===== config.mk =====
export PLATFORM = sky130hd
export DESIGN_NAME = mips_lsu_flat
export DESIGN_NICKNAME = d
export VERILOG_FILES = /design/src/rtl/mips_lsu_pkg.sv /design/src/rtl/mips_lsu_if.sv /design/src/rtl/mips_lsu_fmt.sv /design/src/rtl/mips_lsu.sv /design/src/flat_wrapper.sv
export SDC_FILE = /design/constraint.sdc
export NUM_CORES = 1
export LEC_CHECK = 0
export CAP_MARGIN = 20
export CORE_MARGIN = 2
export CORE_UTILIZATION = 41
export CTS_BUF_LIST = sky130_fd_sc_hd__clkbuf_4 sky130_fd_sc_hd__clkbuf_8 sky130_fd_sc_hd__clkbuf_16
export DETAILED_ROUTE_END_ITERATION = 16
export HOLD_SLACK_MARGIN = 0.06
export PLACE_DENSITY = 0.78
export SLEW_MARGIN = 20
export SYNTH_ARGS = -nofsm -noshare
export SYNTH_HDL_FRONTEND = slang
export SYNTH_HIERARCHICAL = 1
export SYNTH_SLANG_ARGS = --single-unit

===== constraint.sdc =====
create_clock -name clk -period 2.5 [get_ports clk]
set_clock_uncertainty 0.15 [all_clocks]
set_input_delay 0.5 -clock clk [delete_from_list [all_inputs] [get_ports clk]]
set_output_delay 0.5 -clock clk [all_outputs]
set_load 0.005 [all_outputs]

===== src/rtl/mips_lsu_pkg.sv =====
// Shared encodings for the MIPS load/store unit: op size field, error codes,
// FSM states and the alignment rule.
package mips_lsu_pkg;

    localparam int OP_UNSIGNED_BIT = 2;

    typedef enum logic [1:0] {
        SZ_BYTE    = 2'b00,
        SZ_HALF    = 2'b01,
        SZ_WORD    = 2'b10,
        SZ_ILLEGAL = 2'b11
    } size_e;

    typedef enum logic [1:0] {
        ERR_NONE     = 2'b00,
        ERR_MISALIGN = 2'b01,
        ERR_TIMEOUT  = 2'b10,
        ERR_ILLEGAL  = 2'b11
    } err_e;

    typedef enum logic [1:0] {
        ST_IDLE   = 2'b00,
        ST_ACCESS = 2'b01,
        ST_RESP   = 2'b10
    } state_e;

    // Byte accesses are always aligned; the illegal size is never aligned.
    function automatic logic is_aligned(input logic [1:0] size, input logic [1:0] lane);
        logic ok;
        case (size)
            SZ_BYTE: ok = 1'b1;
            SZ_HALF: ok = (lane[0] == 1'b0);
            SZ_WORD: ok = (lane == 2'b00);
            default: ok = 1'b0;
        endcase
        return ok;
    endfunction

endpackage


===== src/rtl/mips_lsu_if.sv =====
// CPU-side and memory-side bundles of the load/store unit. The LSU is the
// slave of the CPU bundle and the master of the memory bundle.
interface mips_lsu_cpu_if #(parameter int AW = 32);
    logic          req;
    logic          we;
    logic [2:0]    op;
    logic [AW-1:0] addr;
    logic [31:0]   wdata;
    logic          busy;
    logic          done;
    logic [31:0]   rdata;
    logic [1:0]    err;

    modport master (output req, we, op, addr, wdata, input busy, done, rdata, err);
    modport slave  (input req, we, op, addr, wdata, output busy, done, rdata, err);
endinterface

interface mips_lsu_mem_if #(parameter int AW = 32);
    logic          mem_req;
    logic          mem_we;
    logic [AW-1:0] mem_addr;
    logic [3:0]    mem_be;
    logic [31:0]   mem_wdata;
    logic          mem_ack;
    logic [31:0]   mem_rdata;

    modport master (output mem_req, mem_we, mem_addr, mem_be, mem_wdata,
                    input mem_ack, mem_rdata);
    modport slave  (input mem_req, mem_we, mem_addr, mem_be, mem_wdata,
                    output mem_ack, mem_rdata);
endinterface


===== src/rtl/mips_lsu_fmt.sv =====
// Combinational data formatting: byte-enable generation, store-lane
// replication and little-endian load extraction with sign/zero extension.
module mips_lsu_fmt
    import mips_lsu_pkg::*;
(
    input  logic [2:0]  op_i,
    input  logic [1:0]  lane_i,
    input  logic [31:0] wdata_i,
    input  logic [31:0] mem_rdata_i,
    output logic [3:0]  be_o,
    output logic [31:0] wdata_o,
    output logic [31:0] rdata_o
);

    logic [7:0]  byte_s;
    logic [15:0] half_s;
    logic        uns_s;

    assign uns_s = op_i[OP_UNSIGNED_BIT];

    // Lane select of the returned word for sub-word loads.
    always_comb begin
        byte_s = 8'h00;
        half_s = 16'h0000;
        case (lane_i)
            2'b00:   byte_s = mem_rdata_i[7:0];
            2'b01:   byte_s = mem_rdata_i[15:8];
            2'b10:   byte_s = mem_rdata_i[23:16];
            2'b11:   byte_s = mem_rdata_i[31:24];
            default: byte_s = 8'h00;
        endcase
        if (lane_i[1]) begin
            half_s = mem_rdata_i[31:16];
        end else begin
            half_s = mem_rdata_i[15:0];
        end
    end

    // Size-dependent enables, store replication and load extension.
    always_comb begin
        be_o    = 4'b0000;
        wdata_o = 32'h0000_0000;
        rdata_o = 32'h0000_0000;
        case (op_i[1:0])
            SZ_BYTE: begin
                be_o    = 4'b0001 << lane_i;
                wdata_o = {4{wdata_i[7:0]}};
                rdata_o = uns_s ? {24'h00_0000, byte_s} : {{24{byte_s[7]}}, byte_s};
            end
            SZ_HALF: begin
                be_o    = lane_i[1] ? 4'b1100 : 4'b0011;
                wdata_o = {2{wdata_i[15:0]}};
                rdata_o = uns_s ? {16'h0000, half_s} : {{16{half_s[15]}}, half_s};
            end
            SZ_WORD: begin
                be_o    = 4'b1111;
                wdata_o = wdata_i;
                rdata_o = mem_rdata_i;
            end
            default: begin
                be_o    = 4'b0000;
                wdata_o = 32'h0000_0000;
                rdata_o = 32'h0000_0000;
            end
        endcase
    end

endmodule


===== src/rtl/mips_lsu.sv =====
// MIPS load/store unit: IDLE/ACCESS/RESP controller with bounded memory wait,
// alignment and size checking, and registered CPU/memory outputs.
module mips_lsu
    import mips_lsu_pkg::*;
#(
    parameter int AW       = 32,
    parameter int MAX_WAIT = 15
) (
    input  logic           clk,
    input  logic           reset,
    mips_lsu_cpu_if.slave  cpu,
    mips_lsu_mem_if.master mem
);

    localparam logic [7:0] WAIT_LAST = 8'(MAX_WAIT - 1);

    state_e        state_q, state_d;
    logic [7:0]    cnt_q, cnt_d;
    logic [2:0]    op_q, op_d;
    logic [1:0]    lane_q, lane_d;
    logic          mem_req_q, mem_req_d;
    logic          mem_we_q, mem_we_d;
    logic [AW-1:0] mem_addr_q, mem_addr_d;
    logic [3:0]    mem_be_q, mem_be_d;
    logic [31:0]   mem_wdata_q, mem_wdata_d;
    logic          done_q, done_d;
    logic [31:0]   rdata_q, rdata_d;
    logic [1:0]    err_q, err_d;

    logic [2:0]    fmt_op_s;
    logic [1:0]    fmt_lane_s;
    logic [3:0]    fmt_be_s;
    logic [31:0]   fmt_wdata_s;
    logic [31:0]   fmt_rdata_s;

    // In IDLE the formatter sees the incoming request; afterwards the latched one.
    assign fmt_op_s   = (state_q == ST_IDLE) ? cpu.op : op_q;
    assign fmt_lane_s = (state_q == ST_IDLE) ? cpu.addr[1:0] : lane_q;

    mips_lsu_fmt u_fmt (
        .op_i        (fmt_op_s),
        .lane_i      (fmt_lane_s),
        .wdata_i     (cpu.wdata),
        .mem_rdata_i (mem.mem_rdata),
        .be_o        (fmt_be_s),
        .wdata_o     (fmt_wdata_s),
        .rdata_o     (fmt_rdata_s)
    );

    // State and output registers with synchronous reset.
    always_ff @(posedge clk) begin
        if (reset) begin
            state_q     <= ST_IDLE;
            cnt_q       <= 8'd0;
            op_q        <= 3'b000;
            lane_q      <= 2'b00;
            mem_req_q   <= 1'b0;
            mem_we_q    <= 1'b0;
            mem_addr_q  <= '0;
            mem_be_q    <= 4'b0000;
            mem_wdata_q <= 32'h0000_0000;
            done_q      <= 1'b0;
            rdata_q     <= 32'h0000_0000;
            err_q       <= 2'b00;
        end else begin
            state_q     <= state_d;
            cnt_q       <= cnt_d;
            op_q        <= op_d;
            lane_q      <= lane_d;
            mem_req_q   <= mem_req_d;
            mem_we_q    <= mem_we_d;
            mem_addr_q  <= mem_addr_d;
            mem_be_q    <= mem_be_d;
            mem_wdata_q <= mem_wdata_d;
            done_q      <= done_d;
            rdata_q     <= rdata_d;
            err_q       <= err_d;
        end
    end

    // Next-state and next-output logic; memory outputs are zero outside ACCESS.
    always_comb begin
        state_d     = state_q;
        cnt_d       = cnt_q;
        op_d        = op_q;
        lane_d      = lane_q;
        mem_req_d   = 1'b0;
        mem_we_d    = 1'b0;
        mem_addr_d  = '0;
        mem_be_d    = 4'b0000;
        mem_wdata_d = 32'h0000_0000;
        done_d      = 1'b0;
        rdata_d     = 32'h0000_0000;
        err_d       = ERR_NONE;
        case (state_q)
            ST_IDLE: begin
                if (!cpu.req) begin
                    state_d = ST_IDLE;
                end else if (cpu.op[1:0] == SZ_ILLEGAL) begin
                    state_d = ST_RESP;
                    done_d  = 1'b1;
                    err_d   = ERR_ILLEGAL;
                end else if (!is_aligned(cpu.op[1:0], cpu.addr[1:0])) begin
                    state_d = ST_RESP;
                    done_d  = 1'b1;
                    err_d   = ERR_MISALIGN;
                end else begin
                    state_d     = ST_ACCESS;
                    cnt_d       = 8'd0;
                    op_d        = cpu.op;
                    lane_d      = cpu.addr[1:0];
                    mem_req_d   = 1'b1;
                    mem_we_d    = cpu.we;
                    mem_addr_d  = {cpu.addr[AW-1:2], 2'b00};
                    mem_be_d    = fmt_be_s;
                    mem_wdata_d = fmt_wdata_s;
                end
            end
            ST_ACCESS: begin
                if (mem.mem_ack) begin
                    state_d = ST_RESP;
                    done_d  = 1'b1;
                    rdata_d = mem_we_q ? 32'h0000_0000 : fmt_rdata_s;
                    err_d   = ERR_NONE;
                end else if (cnt_q == WAIT_LAST) begin
                    state_d = ST_RESP;
                    cnt_d   = cnt_q + 8'd1;
                    done_d  = 1'b1;
                    err_d   = ERR_TIMEOUT;
                end else begin
                    state_d     = ST_ACCESS;
                    cnt_d       = cnt_q + 8'd1;
                    mem_req_d   = 1'b1;
                    mem_we_d    = mem_we_q;
                    mem_addr_d  = mem_addr_q;
                    mem_be_d    = mem_be_q;
                    mem_wdata_d = mem_wdata_q;
                end
            end
            ST_RESP: begin
                state_d = ST_IDLE;
            end
            default: begin
                state_d = ST_IDLE;
            end
        endcase
    end

    assign cpu.busy      = (state_q != ST_IDLE);
    assign cpu.done      = done_q;
    assign cpu.rdata     = rdata_q;
    assign cpu.err       = err_q;
    assign mem.mem_req   = mem_req_q;
    assign mem.mem_we    = mem_we_q;
    assign mem.mem_addr  = mem_addr_q;
    assign mem.mem_be    = mem_be_q;
    assign mem.mem_wdata = mem_wdata_q;

endmodule


===== src/flat_wrapper.sv =====
// flat-port wrapper written by rule: the top's interface ports become plain ports
module mips_lsu_flat import mips_lsu_pkg::*;
#(
    parameter int AW       = 32,
    parameter int MAX_WAIT = 15
)
  (clk, reset, cpu_req, cpu_we, cpu_op, cpu_addr, cpu_wdata, cpu_busy, cpu_done, cpu_rdata, cpu_err, mem_mem_req, mem_mem_we, mem_mem_addr, mem_mem_be, mem_mem_wdata, mem_mem_ack, mem_mem_rdata);
  mips_lsu_cpu_if #(.AW(AW)) cpu_i ();
  mips_lsu_mem_if #(.AW(AW)) mem_i ();
  input  logic clk;
  input  logic reset;
  input wire logic [$bits(cpu_i.req)-1:0] cpu_req;
  input wire logic [$bits(cpu_i.we)-1:0] cpu_we;
  input wire logic [$bits(cpu_i.op)-1:0] cpu_op;
  input wire logic [$bits(cpu_i.addr)-1:0] cpu_addr;
  input wire logic [$bits(cpu_i.wdata)-1:0] cpu_wdata;
  output wire logic [$bits(cpu_i.busy)-1:0] cpu_busy;
  output wire logic [$bits(cpu_i.done)-1:0] cpu_done;
  output wire logic [$bits(cpu_i.rdata)-1:0] cpu_rdata;
  output wire logic [$bits(cpu_i.err)-1:0] cpu_err;
  output wire logic [$bits(mem_i.mem_req)-1:0] mem_mem_req;
  output wire logic [$bits(mem_i.mem_we)-1:0] mem_mem_we;
  output wire logic [$bits(mem_i.mem_addr)-1:0] mem_mem_addr;
  output wire logic [$bits(mem_i.mem_be)-1:0] mem_mem_be;
  output wire logic [$bits(mem_i.mem_wdata)-1:0] mem_mem_wdata;
  input wire logic [$bits(mem_i.mem_ack)-1:0] mem_mem_ack;
  input wire logic [$bits(mem_i.mem_rdata)-1:0] mem_mem_rdata;
  assign cpu_i.req = cpu_req;
  assign cpu_i.we = cpu_we;
  assign cpu_i.op = cpu_op;
  assign cpu_i.addr = cpu_addr;
  assign cpu_i.wdata = cpu_wdata;
  assign cpu_busy = cpu_i.busy;
  assign cpu_done = cpu_i.done;
  assign cpu_rdata = cpu_i.rdata;
  assign cpu_err = cpu_i.err;
  assign mem_mem_req = mem_i.mem_req;
  assign mem_mem_we = mem_i.mem_we;
  assign mem_mem_addr = mem_i.mem_addr;
  assign mem_mem_be = mem_i.mem_be;
  assign mem_mem_wdata = mem_i.mem_wdata;
  assign mem_i.mem_ack = mem_mem_ack;
  assign mem_i.mem_rdata = mem_mem_rdata;
  mips_lsu #(.AW(AW), .MAX_WAIT(MAX_WAIT)) u_core (.clk(clk), .reset(reset), .cpu(cpu_i), .mem(mem_i));
endmodule

==> key figures, run 1 <==
Setup path
  – FF-to-FF setup slack: 0.09 ns
  – CP Launch Type: flop
  – Critical path data required time: roughly 2.7 ns
  – Critical path fanouts, max: 40
  – Data arrival, critical path: ~2.6 ns
  – Reg2reg path depth: 9
  – Max incr delay on CP: between 0.3 and 0.4 ns
  – Reg2reg start: u_core/state_q[0]
  – Crit. Startpoint: u_core/state_q[0]
  – R2r endpoint: u_core/mem.mem_wdata[31]
  – Setup CP Type: reg2reg
  – Setup crit end kind: flop
  – CP bufs+invs: 2
  – Crit-path leading delay family: compound AO/OA/AOI/OAI gates
  – CP max-delay cell: mux2_2
  – Crit-path cells: nor2_4 > buf_4 > mux2_2 > buf_4 > nor2b_1 > a21oi_1 > o21ai_0 > o211ai_1 > a21oi_1

STA
  – Worst Tran Pin Value: 0.7497 ns
  – Slew headroom: around half
  – Hold Vio Cnt, Final: 0
  – Final setup vio count: 0
  – Slew Limit Fails: 0
  – Maximum clock rate: 414.5 MHz
  – Min Tclk post-route: between 2 and 2.5 ns
  – Setup TNS after final layout: 0 ns
  – Period utilization: 96.49%
  – RSZ-0062 raised after global routing: false
  – Worst hold slack: 0.2855 ns

Power and ir drop
  – Leak: 3.180 nW
  – Clk pwr share: 46.7%
  – NetSw: 1.377 mW
  – Worst VDD drop: 0.4323 mV
  – Power Dens Cells: 622.1 nW/um^2
  – Power Internal: roughly 4.1 mW
  – Net Sw Frac: 24.95%
  – Sequential share of power: roughly a third
  – Comb power frac: 18.1%

Finish
  – Area of all placed cells without fillers: 8872 um^2
  – Sequential cell area: 2344 um^2
  – Synth-to-layout area growth: 51.36%
  – # diodes: 0
  – Fin nets: 969
  – Fill count: 1081
  – Most common cell after layout, fill and taps aside: clkdlybuf4s50_1
  – Post-layout util: 63.67%
  – Most frequent cells in the layout: 206 x clkdlybuf4s50_1, 141 x o211ai_1, 116 x dfxtp_1
  – Multi-input combinational cell area: between 3000 and 4000 um^2
  – Layout cells sized above 1: around 13%

Clock tree
  – Num CTS Buffers: 17
  – CTS tree: built
  – Post-CTS setup buffer count: 0
  – H-tree depth: 4
  – CTS max path bufs: 2
  – Reg clk slew, reported paths: approximately 0.050 ns
  – Worst-Skew Late Latency: ~0.42 ns
  – CTS Sinks: 117
  – Post_cts resized: 0
  – CTS Hold Bufs: 0
  – CTS Root Cell: clkbuf_16

Synthesis
  – Yosys Warn Count: 6
  – Syn Area/Cell: slightly below 9 um^2
  – Commonest register cell after synthesis: dfxtp_1
  – Mapped Cells: 674
  – Netlist cell types: 53
  – Synth Register Bits: 117
  – Seq/Total Area, Yosys: 39.96%
  – Async SR Flop Fraction: 0%
  – Post-synth EDFFs: 0
  – Mapped Area: 5862 um^2

Worst hold path
  – Hold crit path type: in2reg
  – Hold path start: reset
  – Hold path cells: 3
  – Worst Hold Endpoint: u_core/state_q[0]

Global route
  – First-pass GRT wire length: 31200 um
  – GRT Util Overall: 26.38%
  – Largest net degree at the start of global routing: between 60 and 70
  – Number of global-route vias before repair: between 5000 and 6000
  – Global route overflow: 0
  – Initial antenna violation count: 0

Placement
  – DP Area: just over 8000 um^2
  – Post-detail-place hpwl: 13890 um
  – I/O Buffers: approximately 210
  – GPL Wtd Cong: 0.9253

Floorplan
  – Die H: 123.6 um
  – Die Area: 15270 um^2
  – Die width: 123.6 um
  – I/O pin count: 210
  – Initial core utilization: 42.07%
  – # rows: 43
  – Core area: 13930 um^2

Drt
  – DR pass1 iterations: 7
  – Number of DRC markers in iteration 0: 681
  – Wirelength per Cell: 19.31 um
  – Final wirelength: 20370 um
  – Final ANT Viol Nets: 0
  – Vias per inst: 5.998
  – DRC: 0
  – Via count: 6328

Status
  – Outcome: finished clean

Flow run
  – Max-Cap Viols: 0
==> how the worst max path moves through the flow <==
stage | to | slack [ns] | cells past startpoint
after detailed placement | u_core/cpu.rdata[6] | -0.20 | 7
after floorplan | u_core/cpu.rdata[21] | 0.0009 | 10
after global routing | u_core/mem.mem_wdata[8] | 0.003 | 10
after CTS | u_core/mem.mem_wdata[8] | 0.10 | 9
after global placement | u_core/mem.mem_wdata[16] | -0.30 | 6
final | u_core/mem.mem_wdata[31] | 0.09 | 9
==> registers in the layout, indices dropped and copies added (netlist names) <==
| register | cells |
|---|---|
| u_core/cpu.rdata | 32 |
| u_core/mem.mem_wdata | 32 |
| u_core/mem.mem_addr | 30 |
| u_core/cnt_q | 8 |
| u_core/mem.mem_be | 4 |
| u_core/op_q | 3 |
| u_core/cpu.err | 2 |
| u_core/lane_q | 2 |
| u_core/state_q | 2 |
| u_core/cpu.done | 1 |
| u_core/mem.mem_we | 1 |
==> worst reg2reg max path, cell delays in order, from the launching register on <==
cell	delay, ns
dfxtp_2	0.33
nor2_4	0.14
buf_4	0.16
mux2_2	0.34
buf_4	0.26
nor2b_1	0.31
a21oi_1	0.10
o21ai_0	0.27
o211ai_1	0.15
a21oi_1	0.13
==> metrics by stage <==
step / total power [mW] / worst slack (ns) / cells
6_report: 5.519 / 0.08773 / 1055
4_1_cts: 5.521 / 0.1041 / 1055
2_1_floorplan: 2.486 / 0.0009242 / 675
3_5_place_dp: 2.954 / -0.1984 / 1024
5_1_grt: 5.704 / 0.002987 / 1055
3_3_place_gp: 2.933 / -0.3022 / 1024
==> area by class of cell <==
| type | instances | share of cell area [%] |
|---|---|---|
| multi-input combinational | 461 | 35.45 |
| clock inverter | 10 | 1.735 |
| sequential | 117 | 26.41 |
| timing repair buffer | 253 | 28.04 |
| tap | 180 | 2.538 |
| inverter | 13 | 0.5500 |
| clock buffer | 21 | 5.274 |
==> Yosys cell counts (2+ instances only) <==
cell type | count | share of area (%)
o221a_2 | 2 | 0.38
buf_1 | 5 | 0.32
nand2_1 | 30 | 1.9
a21oi_1 | 90 | 7.7
o211ai_1 | 141 | 18
mux2_2 | 12 | 2.3
nor3_1 | 2 | 0.17
nor3b_2 | 2 | 0.43
o21ai_0 | 26 | 2.2
a211oi_1 | 5 | 0.64
buf_2 | 10 | 0.85
nor3b_1 | 2 | 0.26
or3_1 | 5 | 0.53
nand3_1 | 9 | 0.77
o31ai_1 | 9 | 1.2
a211o_1 | 16 | 2.4
mux2i_1 | 4 | 0.68
buf_4 | 4 | 0.51
clkbuf_1 | 60 | 3.8
inv_1 | 13 | 0.83
or4_4 | 2 | 0.38
a31o_2 | 2 | 0.30
a32oi_1 | 7 | 1.0
a21o_1 | 10 | 1.3
a211oi_2 | 2 | 0.43
dfxtp_1 | 117 | 40
nor2b_1 | 10 | 1.1
nor2_1 | 9 | 0.58
and2_1 | 40 | 4.3
ha_1 | 2 | 0.43
buf_6 | 4 | 0.77
==> power groups by stage <==
stage / Sequential [mW] / Clock (mW) / Combinational [mW]
after floorplan: 1.98 / 0 / 0.504
after global placement: 1.98 / 0 / 0.951
after detailed placement: 1.98 / 0 / 0.971
after CTS: 1.95 / 2.60 / 0.978
after global routing: 1.95 / 2.69 / 1.07
final: 1.95 / 2.58 / 0.997
==> logic make-up after synthesis <==
kind of cell               share of synthesized area (%)
AOI/OAI and AO/OA                                  36.58
xor gates and xnor gates                          0.1494
adders and majority gates                         0.4268
buffers and inverters                              7.385
DFF                                                39.96
muxes                                              3.372
other                                            0.06397
and+or+nand+nor                                    12.06
==> metal layers <==
metal / GRT usage, % / vias up / wire [um]
li1: - / 2908 / -
met4: 8.949 / 0 / 426
met2: 42.79 / 354 / 10130
met5: 0 / - / 0
met3: 6.410 / 37 / 1740
met1: 34.37 / 3029 / 8080
(Power assumes the default switching activity.)
==> inputs of run 2 (changes only) <==
--- a/config.mk
+++ b/config.mk
@@ -5,7 +5,6 @@
 export SDC_FILE = /design/constraint.sdc
 export NUM_CORES = 1
 export LEC_CHECK = 0
-export CAP_MARGIN = 20
 export CORE_MARGIN = 2
 export CORE_UTILIZATION = 41
 export CTS_BUF_LIST = sky130_fd_sc_hd__clkbuf_4 sky130_fd_sc_hd__clkbuf_8 sky130_fd_sc_hd__clkbuf_16
==> results of run 2 <==
No change in the layout: final DEF, timing and power equal those of run 1.
==> inputs of run 3 (changes only) <==
--- a/config.mk
+++ b/config.mk
@@ -5,14 +5,13 @@
 export SDC_FILE = /design/constraint.sdc
 export NUM_CORES = 1
 export LEC_CHECK = 0
+export ABC_AREA = 1
 export CORE_MARGIN = 2
-export CORE_UTILIZATION = 41
-export CTS_BUF_LIST = sky130_fd_sc_hd__clkbuf_4 sky130_fd_sc_hd__clkbuf_8 sky130_fd_sc_hd__clkbuf_16
+export CORE_UTILIZATION = 40
 export DETAILED_ROUTE_END_ITERATION = 16
 export HOLD_SLACK_MARGIN = 0.06
 export PLACE_DENSITY = 0.78
 export SLEW_MARGIN = 20
 export SYNTH_ARGS = -nofsm -noshare
 export SYNTH_HDL_FRONTEND = slang
-export SYNTH_HIERARCHICAL = 1
 export SYNTH_SLANG_ARGS = --single-unit
==> key figures, run 3 <==
STA
  – Final setup vio count: 0
  – Setup WS post-layout: 0.2687 ns
  – RSZ-0062 raised after global routing: false
  – Period utilization: between 80% and 90%
  – Hold Vio Cnt, Final: 0
  – Setup TNS after final layout: 0 ns
  – Maximum clock rate: 448.2 MHz
  – Min Tclk post-route: 2.231 ns
  – Slew headroom: about half
  – Worst Tran Pin Value: 0.7532 ns
  – Slew Limit Fails: 0

Power and ir drop
  – Clk pwr share: 47.2%
  – Leak: 3.381 nW
  – Sequential share of power: a little over a third
  – Power Internal: 4.090 mW
  – NetSw: 1.396 mW
  – Worst VDD drop: approximately 0.52 mV
  – Comb power frac: 17.5%
  – Net Sw Frac: 25.45%
  – Power Dens Cells: 664.5 nW/um^2

Drt
  – Wirelength per Cell: 13.77 um
  – DR pass1 iterations: 5
  – Final wirelength: 16270 um
  – Via count: 5624
  – Vias per inst: 4.762
  – Final ANT Viol Nets: 0
  – DRC: 0
  – Number of DRC markers in iteration 0: 389

Flow run
  – Max-Cap Viols: 0

Clock tree
  – CTS Hold Bufs: 0
  – Post-CTS setup buffer count: 0
  – CTS tree: built
  – CTS Root Cell: clkbuf_16
  – Num CTS Buffers: 17
  – H-tree depth: 4
  – CTS max path bufs: 2
  – CTS Sinks: 117
  – Worst-Skew Late Latency: 0.41 ns
  – Reg clk slew, reported paths: 0.05 ns
  – Post_cts resized: 0

Setup path
  – CP max-delay cell: clkdlybuf4s50_1
  – Crit path to: cpu_busy
  – Critical path data required time: between 1.5 and 2 ns
  – Max incr delay on CP: about 0.52 ns
  – Reg2reg path depth: 11
  – Critical path fanouts, max: 9
  – Reg2reg start: u_core.mem.mem_req
  – Setup CP Type: reg2out
  – Crit-path cells: inv_1 > nand2_4 > clkdlybuf4s50_1
  – Data arrival, critical path: around 1.6 ns
  – Setup crit end kind: primary output
  – R2r endpoint: u_core.cpu.rdata[3]
  – Crit. Startpoint: u_core.mem.mem_req
  – CP Launch Type: flop
  – FF-to-FF setup slack: 0.44 ns

Placement
  – Post-detail-place hpwl: approximately 12000 um
  – Dpl ws: 0.05126 ns
  – I/O Buffers: between 200 and 250
  – GPL Wtd Cong: 0.8927

Synthesis
  – Leading area contributor after synthesis: dfxtp_1
  – Async SR Flop Fraction: 0%
  – Synth area leaders: dfxtp_1 44%, nand2_1 25%, a21oi_1 8.3%, inv_1 3.8%, a21oi_2 2.8%
  – Most frequent cells after synthesis: 361 x nand2_1, 117 x dfxtp_1, 89 x a21oi_1
  – Yosys Warn Count: 0
  – Most common cell in the netlist: nand2_1
  – Seq/Total Area, Yosys: between 40% and 50%
  – Post-synth EDFFs: 0
  – Commonest register cell after synthesis: dfxtp_1
  – Synth Register Bits: 117
  – Netlist cell types: 33
  – Mapped Area: approximately 5400 um^2
  – Syn Area/Cell: 6.780 um^2
  – Top cell type's share of synthesized area: about 44%
  – Mapped Cells: 791

Finish
  – Most common cell after layout, fill and taps aside: nand2_1
  – # diodes: 0
  – Synth-to-layout area growth: 53.97%
  – Layout cells sized above 1: 9.353%
  – Post-layout util: 62.60%
  – Fin nets: 1100
  – Fill count: 1137
  – Most frequent cells in the layout: 361 x nand2_1, 206 x clkdlybuf4s50_1, 117 x dfxtp_1

Global route
  – GRT Util Overall: 22.91%
  – First-pass GRT wire length: 25800 um
  – Number of global-route vias before repair: ~5200
  – Global route overflow: 0
  – Largest net degree at the start of global routing: ~70
  – Initial antenna violation count: 0

Floorplan
  – # rows: 42
  – Die width: 119.8 um
  – Die Area: 14350 um^2
  – Initial core utilization: 40.66%
  – I/O pin count: 210
  – Die H: 119.8 um
  – Core area: 13190 um^2

Worst hold path
  – Hold crit path type: in2reg

Status
  – Outcome: finished clean
==> run 3: cell families after synthesis <==
| kind of cell | synth area share (%) |
|---|---|
| and+or+nand+nor | 34.65 |
| adders and majority gates | 0.4666 |
| xor gates and xnor gates | 0.1634 |
| AOI/OAI and AO/OA | 12.83 |
| other | 0.06993 |
| buffers and inverters | 8.142 |
| DFF | 43.68 |
==> run 3: worst min-delay path by stage <==
stage | from | slack (ns) | endpoint | depth (start not counted)
after floorplan | u_core.lane_q[1] | 0.29 | u_core.lane_q[1] | 2
after global placement | u_core.mem.mem_wdata[1] | 0.30 | u_core.mem.mem_wdata[1] | 2
after detailed placement | u_core.mem.mem_addr[10] | 0.30 | u_core.mem.mem_addr[10] | 2
after CTS | reset | 0.23 | u_core.mem.mem_be[3] | 2
after global routing | reset | 0.25 | u_core.mem.mem_be[0] | 2
final | reset | 0.24 | u_core.mem.mem_be[3] | 2
==> run 3: layout make-up <==
type | count | area (um^2) | area share, %
multi-input cells | 579 | 2600 | 31.49
flip-flops and latches | 117 | 2342 | 28.37
repair buffers | 224 | 2257 | 27.34
clock buffers | 21 | 480.5 | 5.819
well taps | 176 | 220.2 | 2.667
inverters | 55 | 206.4 | 2.500
clock inverters | 9 | 150.1 | 1.818
==> run 3: per-layer routing <==
metal	track usage [%]	wire (um)	vias up
li1	-	-	2862
met1	27.69	6867	2500
met2	36.36	7408	237
met3	9.411	1639	25
met4	8.897	351	0
met5	0	0	-
==> run 3: worst max-delay path, delay by kind of cell (launching register included) <==
family / cells / cell delay (ns)
DFF: 1 / 0.41
buffers and inverters: 2 / 0.63
and+or+nand+nor: 1 / 0.13
==> run 3: through the flow <==
stage          cell area, um^2  total power [mW]  instances  hold WS (ns)
2_1_floorplan             5366             2.513        792        0.2875
3_3_place_gp              7626             2.922       1151        0.2970
3_5_place_dp              7626             2.930       1151        0.3029
4_1_cts                   8257             5.534       1181        0.2310
5_1_grt                   8257             5.725       1181        0.2473
6_report                  8257             5.486       1181        0.2434
==> run 3: power by group through the flow <==
stage,clock [mW],sequential (mW),combinational [mW]
finish,2.59,1.94,0.958
global route,2.72,1.94,1.07
CTS,2.64,1.94,0.962
detailed placement,0,1.98,0.955
global placement,0,1.97,0.948
floorplan,0,1.98,0.536
